### src/rtl/vm_pkg.sv
// Shared types for the multi-product vending machine: FSM states, coin codes,
// and coin code to half-unit conversion.
package vm_pkg;

  typedef enum logic [2:0] {
    ST_IDLE   = 3'd0,
    ST_ACCUM  = 3'd1,
    ST_VEND   = 3'd2,
    ST_CHANGE = 3'd3
  } state_e;

  localparam logic [1:0] COIN_NONE = 2'b00;
  localparam logic [1:0] COIN_HALF = 2'b01;
  localparam logic [1:0] COIN_ONE  = 2'b10;
  localparam logic [1:0] COIN_TWO  = 2'b11;

  function automatic logic [2:0] coin_value(input logic [1:0] code);
    case (code)
      COIN_HALF: return 3'd1;
      COIN_ONE:  return 3'd2;
      COIN_TWO:  return 3'd4;
      default:   return 3'd0;
    endcase
  endfunction

endpackage

### src/rtl/vm_credit_acc.sv
// Credit register: saturating-free add with MAX_CREDIT guard, price subtract,
// and decrement-by-one for serial change return.
module vm_credit_acc #(
  parameter int CREDIT_W   = 6,
  parameter int MAX_CREDIT = 40
) (
  input  logic                clk,
  input  logic                rst,
  input  logic                i_add_en,
  input  logic [2:0]          i_coin_val,
  input  logic                i_sub_en,
  input  logic [CREDIT_W-1:0] i_price,
  input  logic                i_dec_en,
  output logic [CREDIT_W-1:0] o_credit,
  output logic [CREDIT_W-1:0] o_eff,
  output logic                o_coin_ok
);

  logic [CREDIT_W-1:0] r_credit;
  logic [CREDIT_W:0]   w_sum;
  logic [CREDIT_W-1:0] w_nxt;

  // One extra bit so a coin on top of a near-full credit cannot wrap.
  assign w_sum     = {1'b0, r_credit} + {{(CREDIT_W-2){1'b0}}, i_coin_val};
  assign o_coin_ok = (w_sum <= (CREDIT_W+1)'(MAX_CREDIT));
  assign o_eff     = (i_add_en && o_coin_ok) ? w_sum[CREDIT_W-1:0] : r_credit;
  assign o_credit  = r_credit;

  always_comb begin
    w_nxt = o_eff;
    if (i_dec_en)
      w_nxt = (r_credit != '0) ? r_credit - CREDIT_W'(1) : '0;
    else if (i_sub_en && (o_eff >= i_price))
      w_nxt = o_eff - i_price;
  end

  always_ff @(posedge clk or posedge rst) begin
    if (rst) r_credit <= '0;
    else     r_credit <= w_nxt;
  end

endmodule

### src/rtl/vending_machine_multi.sv
// Multi-product vending controller: coin intake, per-item price selection,
// vend pulse and serial change/refund return.
module vending_machine_multi
  import vm_pkg::*;
#(
  parameter int                          N_ITEMS     = 4,
  parameter int                          CREDIT_W    = 6,
  parameter int                          MAX_CREDIT  = 40,
  parameter logic [N_ITEMS*CREDIT_W-1:0] ITEM_PRICES = {6'd10, 6'd3, 6'd6, 6'd4},
  parameter bit                          AUTO_VEND   = 1'b0,
  localparam int                         ID_W        = (N_ITEMS > 1) ? $clog2(N_ITEMS) : 1
) (
  input  logic                clk,
  input  logic                rst,
  input  logic [1:0]          coins,
  input  logic                sel_valid,
  input  logic [ID_W-1:0]     sel_id,
  input  logic                cancel,
  output logic                sell,
  output logic [ID_W-1:0]     sell_id,
  output logic                change,
  output logic                coin_reject,
  output logic                sel_deny,
  output logic [CREDIT_W-1:0] credit,
  output logic [2:0]          state
);

  state_e              r_state, w_nxt_state;
  logic                r_sell, r_change, r_reject, r_deny;
  logic [ID_W-1:0]     r_sell_id;
  logic                w_sell_nxt, w_change_nxt, w_reject_nxt, w_deny_nxt;
  logic [ID_W-1:0]     w_sell_id_nxt;

  logic [CREDIT_W-1:0] w_prices [N_ITEMS];
  logic [CREDIT_W-1:0] w_price, w_eff, w_credit;
  logic [ID_W-1:0]     w_idx;
  logic                w_id_ok, w_active, w_coin, w_coin_ok, w_coin_take;
  logic                w_vend, w_refund, w_dec;

  for (genvar g = 0; g < N_ITEMS; g++) begin : g_price
    assign w_prices[g] = ITEM_PRICES[g*CREDIT_W +: CREDIT_W];
  end

  assign w_id_ok     = (32'(sel_id) < N_ITEMS);
  assign w_idx       = (AUTO_VEND || !w_id_ok) ? '0 : sel_id;
  assign w_price     = w_prices[w_idx];
  assign w_active    = (r_state == ST_IDLE) || (r_state == ST_ACCUM);
  assign w_coin      = (coins != COIN_NONE);
  assign w_coin_take = w_active && w_coin && w_coin_ok;
  assign w_refund    = w_active && cancel;
  assign w_dec       = (r_state == ST_CHANGE);
  // Vend decision uses the effective credit so a coin and selection in the
  // same cycle can complete a purchase.
  assign w_vend      = w_active && !cancel && (w_eff >= w_price) &&
                       (AUTO_VEND || (sel_valid && w_id_ok));

  vm_credit_acc #(
    .CREDIT_W   (CREDIT_W),
    .MAX_CREDIT (MAX_CREDIT)
  ) u_acc (
    .clk        (clk),
    .rst        (rst),
    .i_add_en   (w_active),
    .i_coin_val (coin_value(coins)),
    .i_sub_en   (w_vend),
    .i_price    (w_price),
    .i_dec_en   (w_dec),
    .o_credit   (w_credit),
    .o_eff      (w_eff),
    .o_coin_ok  (w_coin_ok)
  );

  always_ff @(posedge clk or posedge rst) begin
    if (rst) begin
      r_state   <= ST_IDLE;
      r_sell    <= 1'b0;
      r_sell_id <= '0;
      r_change  <= 1'b0;
      r_reject  <= 1'b0;
      r_deny    <= 1'b0;
    end else begin
      r_state   <= w_nxt_state;
      r_sell    <= w_sell_nxt;
      r_sell_id <= w_sell_id_nxt;
      r_change  <= w_change_nxt;
      r_reject  <= w_reject_nxt;
      r_deny    <= w_deny_nxt;
    end
  end

  always_comb begin
    w_nxt_state = ST_IDLE;
    case (r_state)
      ST_IDLE, ST_ACCUM: begin
        w_nxt_state = w_coin_take ? ST_ACCUM : r_state;
        if (w_refund)    w_nxt_state = (w_eff != '0) ? ST_CHANGE : ST_IDLE;
        else if (w_vend) w_nxt_state = ST_VEND;
      end
      ST_VEND:   w_nxt_state = (w_credit != '0) ? ST_CHANGE : ST_IDLE;
      ST_CHANGE: w_nxt_state = (w_credit == '0) ? ST_IDLE : ST_CHANGE;
      default:   w_nxt_state = ST_IDLE;
    endcase
  end

  always_comb begin
    w_sell_nxt    = w_vend;
    w_sell_id_nxt = w_vend ? w_idx : r_sell_id;
    w_change_nxt  = w_dec && (w_credit != '0);
    w_reject_nxt  = w_coin && !w_coin_take;
    w_deny_nxt    = sel_valid &&
                    (!w_active || (!AUTO_VEND && !cancel && !w_vend));
  end

  assign sell        = r_sell;
  assign sell_id     = r_sell_id;
  assign change      = r_change;
  assign coin_reject = r_reject;
  assign sel_deny    = r_deny;
  assign credit      = w_credit;
  assign state       = r_state;

endmodule

### config.mk
export PLATFORM = sky130hd
export DESIGN_NAME = vending_machine_multi
export DESIGN_NICKNAME = d
export VERILOG_FILES = /design/src/rtl/vm_pkg.sv /design/src/rtl/vm_credit_acc.sv /design/src/rtl/vending_machine_multi.sv
export SDC_FILE = /design/constraint.sdc
export NUM_CORES = 1
export LEC_CHECK = 0
export CAP_MARGIN = 10
export CORE_ASPECT_RATIO = 1.25
export CORE_MARGIN = 2
export CORE_UTILIZATION = 29
export CTS_CLUSTER_DIAMETER = 150
export DETAILED_ROUTE_END_ITERATION = 8
export HOLD_SLACK_MARGIN = 0.12
export PLACE_DENSITY = 0.52
export RECOVER_POWER = 50
export SYNTH_ARGS = -nofsm -noshare
export SYNTH_HDL_FRONTEND = slang
export SYNTH_HIERARCHICAL = 1
export SYNTH_SLANG_ARGS = --single-unit
### constraint.sdc
create_clock -name clk -period 5.85 [get_ports clk]
set_input_delay 1.4625 -clock clk [delete_from_list [all_inputs] [get_ports clk]]
set_output_delay 1.4625 -clock clk [all_outputs]
set_load 0.01 [all_outputs]
### Yosys cells after proc, flatten, opt, wreduce, memory -nomap -nowiden

Index checks and enable logic that the tools add are counted.

| storage, ports and cells | value |
|---|---|
| logic and storage cells | 60 |
| output and inout port bits | 15 |
| register bits | 15 |
| input port bits | 8 |

| operators by class | value |
|---|---|
| multiplexer cells | 15 |
| magnitude comparators | 3 |
| equal/unequal tests | 7 |
| $add $sub $neg | 3 |
| bitwise operators | 1 |
| reduce and logical (&&, ||, !) cells | 24 |

Operators with widths:

| cell | number |
|---|---|
| $mux 6 | 6 |
| $pmux 3 s3 | 2 |
| $bmux 6 s2 | 1 |
| $logic_and 1x1->1 | 12 |
| $reduce_bool 6->1 | 2 |
| $mux 3 | 3 |
| $add 6x3->7 | 1 |
| $le 7x6->1 const B | 1 |
| $eq 3x2->1 const B | 2 |
| $ge 6x6->1 | 1 |
| $logic_not 6->1 | 1 |
| $mux 2 | 3 |
| $sub 6x1->6 const B | 1 |
| $sub 6x6->6 | 1 |
| $eq 2x2->1 const B | 2 |
| $logic_not 1->1 | 4 |
| $ne 4x3->1 const B | 1 |
| $eq 3x1->1 const B | 1 |
| $ge 3x3->1 const B | 1 |
| $logic_not 3->1 | 1 |
| $not 2->3 | 1 |
| $eq 2x1->1 const B | 1 |
| $logic_or 1x1->1 | 2 |
| $reduce_bool 2->1 | 1 |
| $reduce_or 2->1 | 1 |

### Longest topological paths before layout

Gate-level depths: netlist of the first run.

| logic depth | value |
|---|---|
| word-level depth | 13 |
| gate-level depth with buffers | 22 |

### By module

Netlist of the first run, hierarchy kept.

Modules (own cells, without submodules):

| module | sequential area each (um^2) | instances | cells an instance | area an instance (um^2) |
|---|---|---|---|---|
| vm_credit_acc | 150.1 | 1 | 134 | 1049.8 |
| vending_machine_multi | 200.2 | 1 | 54 | 530.5 |

### Worst setup path after synthesis of the first run

OpenSTA, ideal clock, no wires.

| timing path | value |
|---|---|
| path type | input-to-reg |
| from | input coins[0] |
| to | register u_acc.r_credit[0], in the netlist u_acc/o_credit[0] |
| stages on the path | 21 |
| data arrival time | 5227 ps |
| data required time | 5730 ps |
| path buffers | 3 |
| slack | 504 ps |
| library setup time | 120 ps |
| path through | nor2b_1 ha_1 fa_1 xor2_1 o31a_1 a311oi_2 and2_2 buf_6 a31oi_1 inv_1 inv_1 ha_1 nor3b_1 o21ai_2 and3_1 buf_6 o21a_1 o41a_1 buf_2 a311o_1 a31o_1 |

| between the ends | value |
|---|---|
| cells in the longest elaborated chain, start to end | 12 |
| elaborated cells between the ends (all ways) | 15 |
| classes of those cells | 2 x add/sub; 2 x order compare; 3 x eq/ne; 4 x mux; 4 x reduce/logical |

RTL lines:

| element | RTL line | RTL |
|---|---|---|
| start, declared | vending_machine_multi.sv:15 | `input logic [1:0] coins,` |
| $eq 2x2->1 / $eq 2x1->1 (equally long branches) | vm_pkg.sv:18 | `case (code)` |
| $pmux 3 s3 * | vm_pkg.sv:18 |  |
| $add 6x3->7 * | vm_credit_acc.sv:24 | `assign w_sum = {1'b0, r_credit} + {{(CREDIT_W-2){1'b0}}, i_coin_val};` |
| $le 7x6->1 * | vm_credit_acc.sv:25 | `assign o_coin_ok = (w_sum <= (CREDIT_W+1)'(MAX_CREDIT));` |
| via w_coin_ok | vending_machine_multi.sv:37 | `logic w_id_ok, w_active, w_coin, w_coin_ok, w_coin_take;` |
| $logic_and 1x1->1 * | vm_credit_acc.sv:26 | `assign o_eff = (i_add_en && o_coin_ok) ? w_sum[CREDIT_W-1:0] : r_credit;` |
| $mux 6 * | vm_credit_acc.sv:26 |  |
| via w_eff[0] | vending_machine_multi.sv:35 | `logic [CREDIT_W-1:0] w_price, w_eff, w_credit;` |
| $ge 6x6->1 * | vending_machine_multi.sv:54 | `assign w_vend = w_active && !cancel && (w_eff >= w_price) &&` |
| $logic_and 1x1->1 * (2 in series) | vending_machine_multi.sv:54 |  |
| via w_sell_nxt | vending_machine_multi.sv:31 | `logic w_sell_nxt, w_change_nxt, w_reject_nxt, w_deny_nxt;` |
| $logic_and 1x1->1 * | vm_credit_acc.sv:33 | `else if (i_sub_en && (o_eff >= i_price))` |
| $mux 6 * | vm_credit_acc.sv:33 |  |
| $mux 6 * | vm_credit_acc.sv:31 | `if (i_dec_en)` |
| via u_acc.w_nxt[0] | vm_credit_acc.sv:21 | `logic [CREDIT_W-1:0] w_nxt;` |
| end signal, assigned | vm_credit_acc.sv:39 | `else r_credit <= w_nxt;` |
| end, declared | vm_credit_acc.sv:19 | `logic [CREDIT_W-1:0] r_credit;` |

Mark *: on every way through the listed nets, which the timed path passes. The rest lies on a longest branch.
A chain may end at the register's enable or synchronous reset.

### Final worst setup path of the first run

| timing path | value |
|---|---|
| from | input coins[1] |
| to | register u_acc.r_credit[5], in the netlist u_acc/o_credit[5] |

| between the ends | value |
|---|---|
| cells in the longest elaborated chain, start to end | 12 |
| elaborated cells between the ends (all ways) | 15 |
| classes of those cells | 2 x add/sub; 2 x order compare; 3 x eq/ne; 4 x mux; 4 x reduce/logical |

RTL lines:

| element | RTL line |
|---|---|
| $eq 2x2->1 / $eq 2x1->1 (equally long branches) | vm_pkg.sv:18 |
| $pmux 3 s3 * | vm_pkg.sv:18 |
| $add 6x3->7 * | vm_credit_acc.sv:24 |
| $le 7x6->1 * | vm_credit_acc.sv:25 |
| via w_coin_ok | vending_machine_multi.sv:37 |
| $logic_and 1x1->1 * | vm_credit_acc.sv:26 |
| $mux 6 * | vm_credit_acc.sv:26 |
| via w_eff[1] | vending_machine_multi.sv:35 |
| $ge 6x6->1 | vm_credit_acc.sv:33, vending_machine_multi.sv:54 |
| $logic_and 1x1->1 (2 in series) | vending_machine_multi.sv:54 |
| $logic_and 1x1->1 | vm_credit_acc.sv:33 |
| $mux 6 * | vm_credit_acc.sv:33 |
| $mux 6 * | vm_credit_acc.sv:31 |
| via u_acc.w_nxt[5] | vm_credit_acc.sv:21 |

Marked as above.

==> results of run 1 <==
==> cell type report <==
cell class	instances	area (µm²)	area share [%]
Multi-Input combinational cell	150	1130	54.9
Timing Repair Buffer	43	375	18.2
Inverter	18	67.6	3.28
Clock buffer	4	55.1	2.67
Sequential cell	14	350	17.0
Tap cell	64	80.1	3.89
==> placed cells by master (no fill, tap or decap), drive strengths merged, types with 3 or more instances in the layout <==
master         instances
a21o                   4
a21oi                  8
a31o                   3
a31oi                  4
and2                   6
buf                   22
clkbuf                 4
clkdlybuf4s50         14
conb                   3
dfrtp                 14
dlygate4sd3            7
ha                    15
inv                   18
nand2                 14
nand3                  5
nor2                  25
nor2b                  4
nor3                   3
nor4                   3
o21a                   3
o21ai                  5
xnor2                  6
==> layer usage <==
metal  wire length [µm]  part of all wire (%)  global-route usage, %  vias up
met2               2240                    53                   25.7       27
li1                   -                     -                      -      756
met4                 56                   1.3                   5.07        0
met5                  0                     0                      0        -
met1               1790                    43                   16.9      696
met3                107                   2.6                   1.05        6
==> flip-flops by register name, indices dropped and copies added (netlist names) <==
register,flops
sell,1
sell_id,2
u_acc/o_credit,6
change,1
state,2
sel_deny,1
coin_reject,1
==> cell families after synthesis <==
group,Yosys count,synth area share (%)
AOI/OAI and AO/OA,49,25.3
xor gates and xnor gates,8,4.43
adders and majority gates,17,14.4
buffers and inverters,27,9.03
DFF,14,22.2
muxes,3,2.53
other,1,0.237
and+or+nand+nor,69,21.9
==> how the worst min path moves through the flow <==
| stage | start | to | slack [ns] | depth (start not counted) |
|---|---|---|---|---|
| 2_1_floorplan | sell_id[0] | sell_id[0] | 0.55 | 1 |
| 3_3_place_gp | sell_id[1] | sell_id[1] | 0.50 | 1 |
| 3_5_place_dp | sell_id[1] | sell_id[1] | 0.50 | 1 |
| 4_1_cts | sell_id[1] | sell_id[1] | 0.52 | 1 |
| 5_1_grt | sell_id[1] | sell_id[1] | 0.52 | 1 |
| 6_report | sell_id[1] | sell_id[1] | 0.51 | 1 |
==> power groups by stage <==
stage	logic, µW	registers [µW]	clock network, µW
2_1_floorplan	569	197	0
3_3_place_gp	862	219	0
3_5_place_dp	857	216	0
4_1_cts	863	215	96.5
5_1_grt	973	220	100
6_report	882	212	92.9
==> critical path, delay by kind of cell <==
kind,cells,cell delay (ns)
AOI/OAI and AO/OA,6,1.74
xor gates and xnor gates,1,0.19
and+or+nand+nor,4,0.55
buffers and inverters,3,0.69
adders and majority gates,3,1.10
==> stage by stage <==
step / area, µm² / total power [µW]
2_1_floorplan: 1590 / 766
3_3_place_gp: 1950 / 1080
3_5_place_dp: 1950 / 1070
4_1_cts: 2010 / 1170
5_1_grt: 2060 / 1290
6_report: 2060 / 1190
==> repair_timing <==
item | 4_1_cts | 5_1_grt
setup buffers | 0 | 2
resized for setup | 0 | 4
hold endpoints to repair | 0 | 0
setup endpoints to repair | 0 | 6
==> reports/summary.txt, run 1 <==
diodes inserted: 0
Die Y: 86.5 µm
CP peak stage delay: 0.49 ns
CP Max Fanout: 6
DRC Markers: 0
crit path max-delay cell type: clkdlybuf4s50_1
Clock Path Buffers: 2
htree depth: 1
Critical Path Start Type: input pin
Slew Limit Fails: 0
final cycle utilization of the critical path: 96.2%
dpl ws: -0.0770 ns
clock latency on the worst-skew pair: 0.24 ns
root buffer selected by CTS: clkbuf_8
placed insts: 286
Final min period: 5.63 ns
critical-path cell list: clkdlybuf4s50_1 -> nor2b_1 -> ha_1 -> fa_1 -> xor2_1 -> o31a_1 -> a32oi_1 -> and2_4 -> buf_4 -> a31o_2 -> inv_1 -> fa_1 -> nor2b_1 -> o31a_1 -> o41a_1 -> nor2_1 -> a221o_1
outcome: finished, final reports clean
global-route wire length before repair: 6760 µm
top-count cell post-synth: nor2_1
share of layout cells above drive strength 1: 19.2%
global route overflow: 0
synth cell count leaders: nor2_1 (25), inv_1 (17), ha_1 (15)
Initial Utilization: 29.6%
Via density: 5.07
part of the power in combinational logic: 74.3%
Total GRT Usage: 13.9%
Routed Antenna Nets: 0
mapped cell area: 1580 µm²
Post-synth EDFFs: 0
Worst Reg-to-Reg Cells: 15
Clk network pwr share: 7.8%
number of global-route vias before repair: 1410
setup ws final: 0.223 ns
syn avg cell area: 8.41 µm²
Site Rows: 30
Final HPWL DP: 3360 µm
initial antenna violation count: 0
core area: 5330 µm²
nets: 255
CP endpoint kind: flip-flop
cell internal pwr: 643 µW
first drt pass iteration count: 4
endpoints failing setup: 0
Synth-to-Final Area Change: 30.2%
# fillers: 552
Psw: 544 µW
Yosys top cell area share: 22.2%
crit path from: coins[1]
Synth cell types: 57
R2R Path Start: u_acc/o_credit[0]
Worst EP required: 5.97 ns
CTS buffer count: 3
largest net degree at the start of global routing: 14
Critical Path End: u_acc/o_credit[5]
Main synth FF type: dfrtp_1
port buffer count: 21
Layout Cells excl Fill: 293
Chip Width: 70.0 µm
GPL Wtd Cong: 0.816
Ports: 23
f_max: 178 MHz
initial drt markers: 50
asr flop ratio synth: 100%
post-layout util: 38.6%
worst-case vdd ir drop: 0.191 mV
Total Neg Setup Slack: 0 ns
Clock Sinks: 14
Hold Path Class: flip-flop to flip-flop
pwr/cell area: 577 nW/µm²
Setup CP Type: input pin to flip-flop
#FFs+latches synth: 14
Post-Route Hold Slack: 0.507 ns
Worst Path Arrival: 5.75 ns
Max Cap Viol: 0
routed length per instance: 14.3 µm
Area contributors post-synth: dfrtp_1 (22%), ha_1 (12%), nor2_1 (5.9%)
worst flop-to-flop path endpoint: u_acc/o_credit[5]
Reg clk slew, reported paths: 0.06 ns
Syn. warnings: 6
cts-stage hold buffer count: 0
sw frac: 45.8%
final hold violations: 0
Cells after Synth: 188
clock skew: 0.00225 ns
Die ar.: 6060 µm²
total wire length: 4190 µm
vias post-DR: 1485
share of power burned in registers: 17.9%
area leader, netlist: dfrtp_1
CTS tree: yes
R2R setup slack: 1.48 ns
Lkg Pwr: 0.000958 µW
post-synthesis sequential area ratio: 22.2%
Power figures use the tool's default switching activity.
==> run 2, diff against run 1 <==
--- a/config.mk
+++ b/config.mk
@@ -11,6 +11,7 @@
 export CORE_UTILIZATION = 29
 export CTS_CLUSTER_DIAMETER = 150
 export DETAILED_ROUTE_END_ITERATION = 8
+export GPL_TIMING_DRIVEN = 0
 export HOLD_SLACK_MARGIN = 0.12
 export PLACE_DENSITY = 0.52
 export RECOVER_POWER = 50
==> reports/summary.txt, run 2 (synthesis gave the netlist of run 1 again) <==
Hold Path Class: flip-flop to flip-flop
Rel. slew slack: 52.4%
number of global-route vias before repair: 1481
RSZ-0062 raised after global routing: false
Die Y: 86.5 µm
Reg clk slew, reported paths: 0.06 ns
Via density: 5.08
cts-stage hold buffer count: 0
global route overflow: 0
CP Max Fanout: 10
crit path max-delay cell type: fa_2
pwr/cell area: 566 nW/µm²
critical-path cell list: dlymetal6s2s_1 -> nor2b_2 -> ha_2 -> fa_2 -> xor2_2 -> o31a_1 -> a311oi_4 -> buf_4 -> nand3_1 -> nor2_2 -> nor2_2 -> ha_1 -> a2111oi_4 -> o21ai_2 -> and3_1 -> buf_6 -> o21a_1 -> o41a_1 -> buf_4 -> a311o_1 -> a31o_1
endpoints failing setup: 0
nets: 245
global-route wire length before repair: 6690 µm
Critical Path Start Type: input pin
setup ws final: 0.228 ns
dpl ws: -0.480 ns
crit path from: coins[0]
Total Neg Setup Slack: 0 ns
Initial Utilization: 29.6%
f_max: 178 MHz
Lkg Pwr: 0.000933 µW
root buffer selected by CTS: clkbuf_8
Clock Sinks: 14
routed length per instance: 14.1 µm
Total GRT Usage: 14.0%
clock latency on the worst-skew pair: 0.25 ns
Routed Antenna Nets: 0
Slew Limit Fails: 0
Ports: 23
placed insts: 275
Hold Startpoint: sell_id[1]
vias post-DR: 1437
most frequent cells in the layout: nor2_1 (23), inv_1 (17), ha_1 (14), dfrtp_1 (14), nand2_1 (13)
# fillers: 564
Worst Path Arrival: 5.75 ns
Final min period: 5.62 ns
CP endpoint kind: flip-flop
port buffer count: 21
Chip Width: 70.0 µm
max reg flops: 6
clock skew: 0.00362 ns
Final HPWL DP: 3160 µm
outcome: finished, final reports clean
buffers and inverters on the worst path: 4
first drt pass iteration count: 4
initial drt markers: 94
final hold violations: 0
Setup CP Type: input pin to flip-flop
Synth-to-Final Area Change: 28.9%
worst-case vdd ir drop: 0.179 mV
Max Cap Viol: 0
commonest non-fill, non-tap cell in the layout: nor2_1
Worst path top cell family by delay: compound AO/OA/AOI/OAI gates
share of layout cells above drive strength 1: 20.1%
R2R Path Start: u_acc/o_credit[0]
Die ar.: 6060 µm²
final cycle utilization of the critical path: 96.1%
Tot Pwr: 1150 µW
Clock Path Buffers: 2
initial antenna violation count: 0
CTS tree: yes
GPL Wtd Cong: 0.780
DRC Markers: 0
Site Rows: 30
Worst EP required: 5.98 ns
largest net degree at the start of global routing: 11
diodes inserted: 0
CTS buffer count: 3
actual slew at the worst max-slew pin: 0.709 ns
Layout Cells excl Fill: 283
core area: 5330 µm²
total wire length: 4000 µm
htree depth: 1
CP peak stage delay: 0.41 ns
## run 2: cell count changes in the layout (fill, tap and decap cells not counted), sizes merged
cell,previous run,this run
buf,22,12
clkbuf,4,5
clkdlybuf4s50,14,12
dlymetal6s2s,0,2
o41a,2,1
## run 2: stage by stage
stage,hold WS [ns],area (µm²),util (%)
2_1_floorplan,0.552,1590,-
3_3_place_gp,0.499,1880,35.2
3_5_place_dp,0.502,1880,35.2
4_1_cts,0.521,1990,37.4
5_1_grt,0.538,2040,38.2
6_report,0.507,2040,38.2
## run 2: layout make-up
cell class	instances	area [µm²]	share of cell area [%]
multi-input cells	149	1160	57.0
flip-flops and latches	14	350	17.2
repair buffers	25	245	12.0
well taps	64	80.1	3.93
plain buffers	9	77.6	3.81
inverters	18	67.6	3.32
clock buffers	4	55.1	2.70
## run 2: final timing paths
| path | to | slack (ns) | depth (start not counted) |
|---|---|---|---|
| worst max-delay path | u_acc/o_credit[0] | 0.23 | 21 |
| worst min-delay path | sell_id[1] | 0.51 | 1 |
| worst max register to register | u_acc/o_credit[0] | 1.28 | 19 |
| worst min register to register | sell_id[1] | 0.51 | 1 |
| max in group asynchronous | state[0] | 4.00 | 2 |
| min in group asynchronous | u_acc/o_credit[2] | 1.62 | 2 |
## run 2: what timing repair did
action	CTS	global route
cloned	0	0
endpoints found under the setup margin	6	6
pin swaps	5	6
gates resized for setup	12	5
setup buffers	2	2
## run 2: metal layers
layer	wire length [µm]	global-route usage (%)	vias up
met3	50	1.16	6
met2	2200	26.7	15
met5	0	0	-
li1	-	-	731
met1	1680	15.8	685
met4	68	5.94	0
## run 2: where the power goes
part / total, µW / leakage (µW) / switching [µW] / internal, µW
registers: 185 / 0.000165 / 45.0 / 140
logic: 872 / 0.000739 / 454 / 418
clock network: 94.8 / 0.0000288 / 35.2 / 59.6
total: 1150 / 0.000933 / 534 / 618
==> run 3, diff against run 2 <==
--- a/config.mk
+++ b/config.mk
@@ -7,15 +7,14 @@
 export LEC_CHECK = 0
 export CAP_MARGIN = 10
 export CORE_ASPECT_RATIO = 1.25
-export CORE_MARGIN = 2
+export CORE_MARGIN = 3
 export CORE_UTILIZATION = 29
 export CTS_CLUSTER_DIAMETER = 150
 export DETAILED_ROUTE_END_ITERATION = 8
 export GPL_TIMING_DRIVEN = 0
 export HOLD_SLACK_MARGIN = 0.12
-export PLACE_DENSITY = 0.52
+export PLACE_DENSITY = 0.53
 export RECOVER_POWER = 50
 export SYNTH_ARGS = -nofsm -noshare
 export SYNTH_HDL_FRONTEND = slang
-export SYNTH_HIERARCHICAL = 1
 export SYNTH_SLANG_ARGS = --single-unit
==> constraint.sdc (replaced) <==
create_clock -name clk -period 5.85 [get_ports clk]
set_input_delay 1.17 -clock clk [delete_from_list [all_inputs] [get_ports clk]]
set_output_delay 1.17 -clock clk [all_outputs]
set_load 0.01 [all_outputs]
==> reports/summary.txt, run 3 <==
outcome: finished, final reports clean
asr flop ratio synth: 100%
part of the power in combinational logic: 74.8%
GPL Wtd Cong: 0.854
mapped cell area: 1410 µm²
Via density: 5.24
Routed Antenna Nets: 0
Initial Utilization: 30.9%
post-synthesis compound-gate area fraction: 27.3%
Main synth FF type: dfrtp_1
share of power burned in registers: 16.1%
syn avg cell area: 8.44 µm²
Slew Limit Fails: 0
Worst EP required: 6.01 ns
post-layout util: 40.6%
first drt pass iteration count: 4
synth cell count leaders: dfrtp_1 (14), nand2_1 (14), a21oi_1 (9), inv_1 (9), nor2_1 (9)
CP endpoint kind: flip-flop
max reg flops: 6
Site Rows: 27
number of global-route vias before repair: 1305
Clock Sinks: 14
Rel. slew slack: 16.1%
global route overflow: 0
Total GRT Usage: 13.6%
diodes inserted: 0
clock latency on the worst-skew pair: 0.25 ns
port buffer count: 21
pwr/cell area: 575 nW/µm²
Ports: 23
f_max: 177 MHz
total wire length: 3670 µm
cell internal pwr: 572 µW
CP Max Fanout: 9
CTS buffer count: 3
vias post-DR: 1337
routed length per instance: 14.4 µm
initial drt markers: 73
actual slew at the worst max-slew pin: 1.24 ns
Syn. warnings: 0
Simple-Gate Fraction of Synth Area: 21.0%
Psw: 492 µW
Cells after Synth: 167
largest net degree at the start of global routing: 15
worst-case vdd ir drop: 0.225 mV
post-synthesis mux area share: 6.30%
Area contributors post-synth: dfrtp_1 (25%), ha_1 (6.2%), nand2_1 (3.7%)
Synth cell types: 51
Post-Syn Nets: 184
#FFs+latches synth: 14
final hold violations: 0
Max Cap Viol: 0
post-synthesis sequential area ratio: 24.8%
Final min period: 5.65 ns
Total Neg Setup Slack: 0 ns
Reg clk slew, reported paths: 0.06 ns
Post-synth EDFFs: 0
share of layout cells above drive strength 1: 19.8%
Setup CP Type: input pin to flip-flop
nets: 215
Worst Path Arrival: 5.81 ns
Final HPWL DP: 2950 µm
Hold Path Class: flip-flop to flip-flop
clock skew: 0.00464 ns
Yosys top cell area share: 24.8%
Synth Area in Adders: 9.05%
Critical Path Start Type: input pin
main combinational cell family by area after synthesis: compound AO/OA/AOI/OAI gates
Die ar.: 5740 µm²
sw frac: 46.2%
Lkg Pwr: 0.000740 µW
CTS tree: yes
Clock Path Buffers: 2
most frequent cells in the layout: nand2_1 (14), dfrtp_1 (14), clkdlybuf4s50_1 (13)
final cycle utilization of the critical path: 96.6%
initial antenna violation count: 0
root buffer selected by CTS: clkbuf_8
endpoints failing setup: 0
Chip Width: 68.4 µm
area leader, netlist: dfrtp_1
Synth-to-Final Area Change: 31.3%
htree depth: 1
Die Y: 84.0 µm
DRC Markers: 0
global-route wire length before repair: 6150 µm
XOR/XNOR share of the synthesized area: 5.59%
Clk network pwr share: 9.1%
core area: 4560 µm²
## run 3: cell count changes in the layout (fill, tap and decap cells not counted), sizes merged, moves of 5 or more
cell,before,now
nor2,25,10
ha,15,7
o22ai,0,6
inv,18,9
o21ai,5,10
## run 3: logic make-up (layout without fill, tap and decap cells)
family | Yosys count | count (layout)
buf+inv | 18 | 48
other cells | 1 | 1
mux | 8 | 8
flops | 14 | 14
compound gates | 52 | 52
fa+ha+maj | 9 | 9
xor+xnor | 9 | 9
simple gates | 56 | 56
## run 3: worst paths after layout
kind	startpoint	to	slack, ns	cells after the start
setup / recovery	coins[1]	u_acc.o_credit[3]	0.20	20
hold / removal	sell_id[0]	sell_id[0]	0.50	1
setup reg to reg	u_acc.o_credit[0]	u_acc.o_credit[3]	1.19	18
hold reg to reg	sell_id[0]	sell_id[0]	0.50	1
max in group asynchronous	rst	u_acc.o_credit[0]	4.09	2
min in group asynchronous	rst	state[0]	1.40	2
## run 3: metrics by stage
stage               instance area, µm²  instances  setup slack, ns  total power, µW  hold slack [ns]
floorplan                         1410        167            0.372              683            0.551
global placement                  1690        246           -0.602              882            0.493
detailed placement                1690        246           -0.647              894            0.495
CTS                               1780        252           0.0161             1030            0.509
global route                      1850        255          -0.0459             1160            0.523
finish                            1850        255            0.197             1060            0.497
## run 3: worst max-delay path: stages
cell and delay [ns]:
clkdlybuf4s50_1 0.50, nor2b_1 0.06, ha_2 0.20, fa_2 0.42, or4b_1 0.51, or4b_4 0.51, o31a_4 0.14, o21ai_4 0.11
nor2_1 0.09, a21oi_2 0.17, ha_2 0.22, inv_1 0.05, fa_2 0.36, a21oi_2 0.18, and2_4 0.17, o21ai_1 0.08
a211oi_2 0.31, nor2_4 0.12, a311o_1 0.34, o21ai_0 0.09
## run 3: metal layers
| layer | routed length (µm) | share of wire [%] | up-vias | track usage, % |
|---|---|---|---|---|
| met5 | 0 | 0 | - | 0 |
| met4 | 67 | 1.8 | 0 | 3.44 |
| met3 | 103 | 2.8 | 8 | 1.08 |
| met2 | 1740 | 47 | 42 | 22.3 |
| met1 | 1760 | 48 | 617 | 18.7 |
| li1 | - | - | 670 | - |
## run 3: final cells by class
type / count / area (µm²)
flip-flops and latches: 14 / 350
clock buffers: 4 / 55.1
fillers: 462 / 2710
multi-input cells: 135 / 1040
repair buffers: 27 / 258
plain buffers: 8 / 41.3
inverters: 9 / 33.8
well taps: 58 / 72.6
## run 3: timing repair
| item | CTS | global route |
|---|---|---|
| pin swaps | 3 | 5 |
| buffers inserted | 2 | 4 |
| hold buffers | 0 | 0 |
| resized for setup | 5 | 12 |
| setup endpoints to repair | 11 | 10 |
## run 3: power groups by stage
stage	registers [µW]	clock network, µW	logic [µW]
2_1_floorplan	191	0	492
3_3_place_gp	174	0	708
3_5_place_dp	175	0	719
4_1_cts	174	99.0	756
5_1_grt	179	102	878
6_report	172	97.1	796
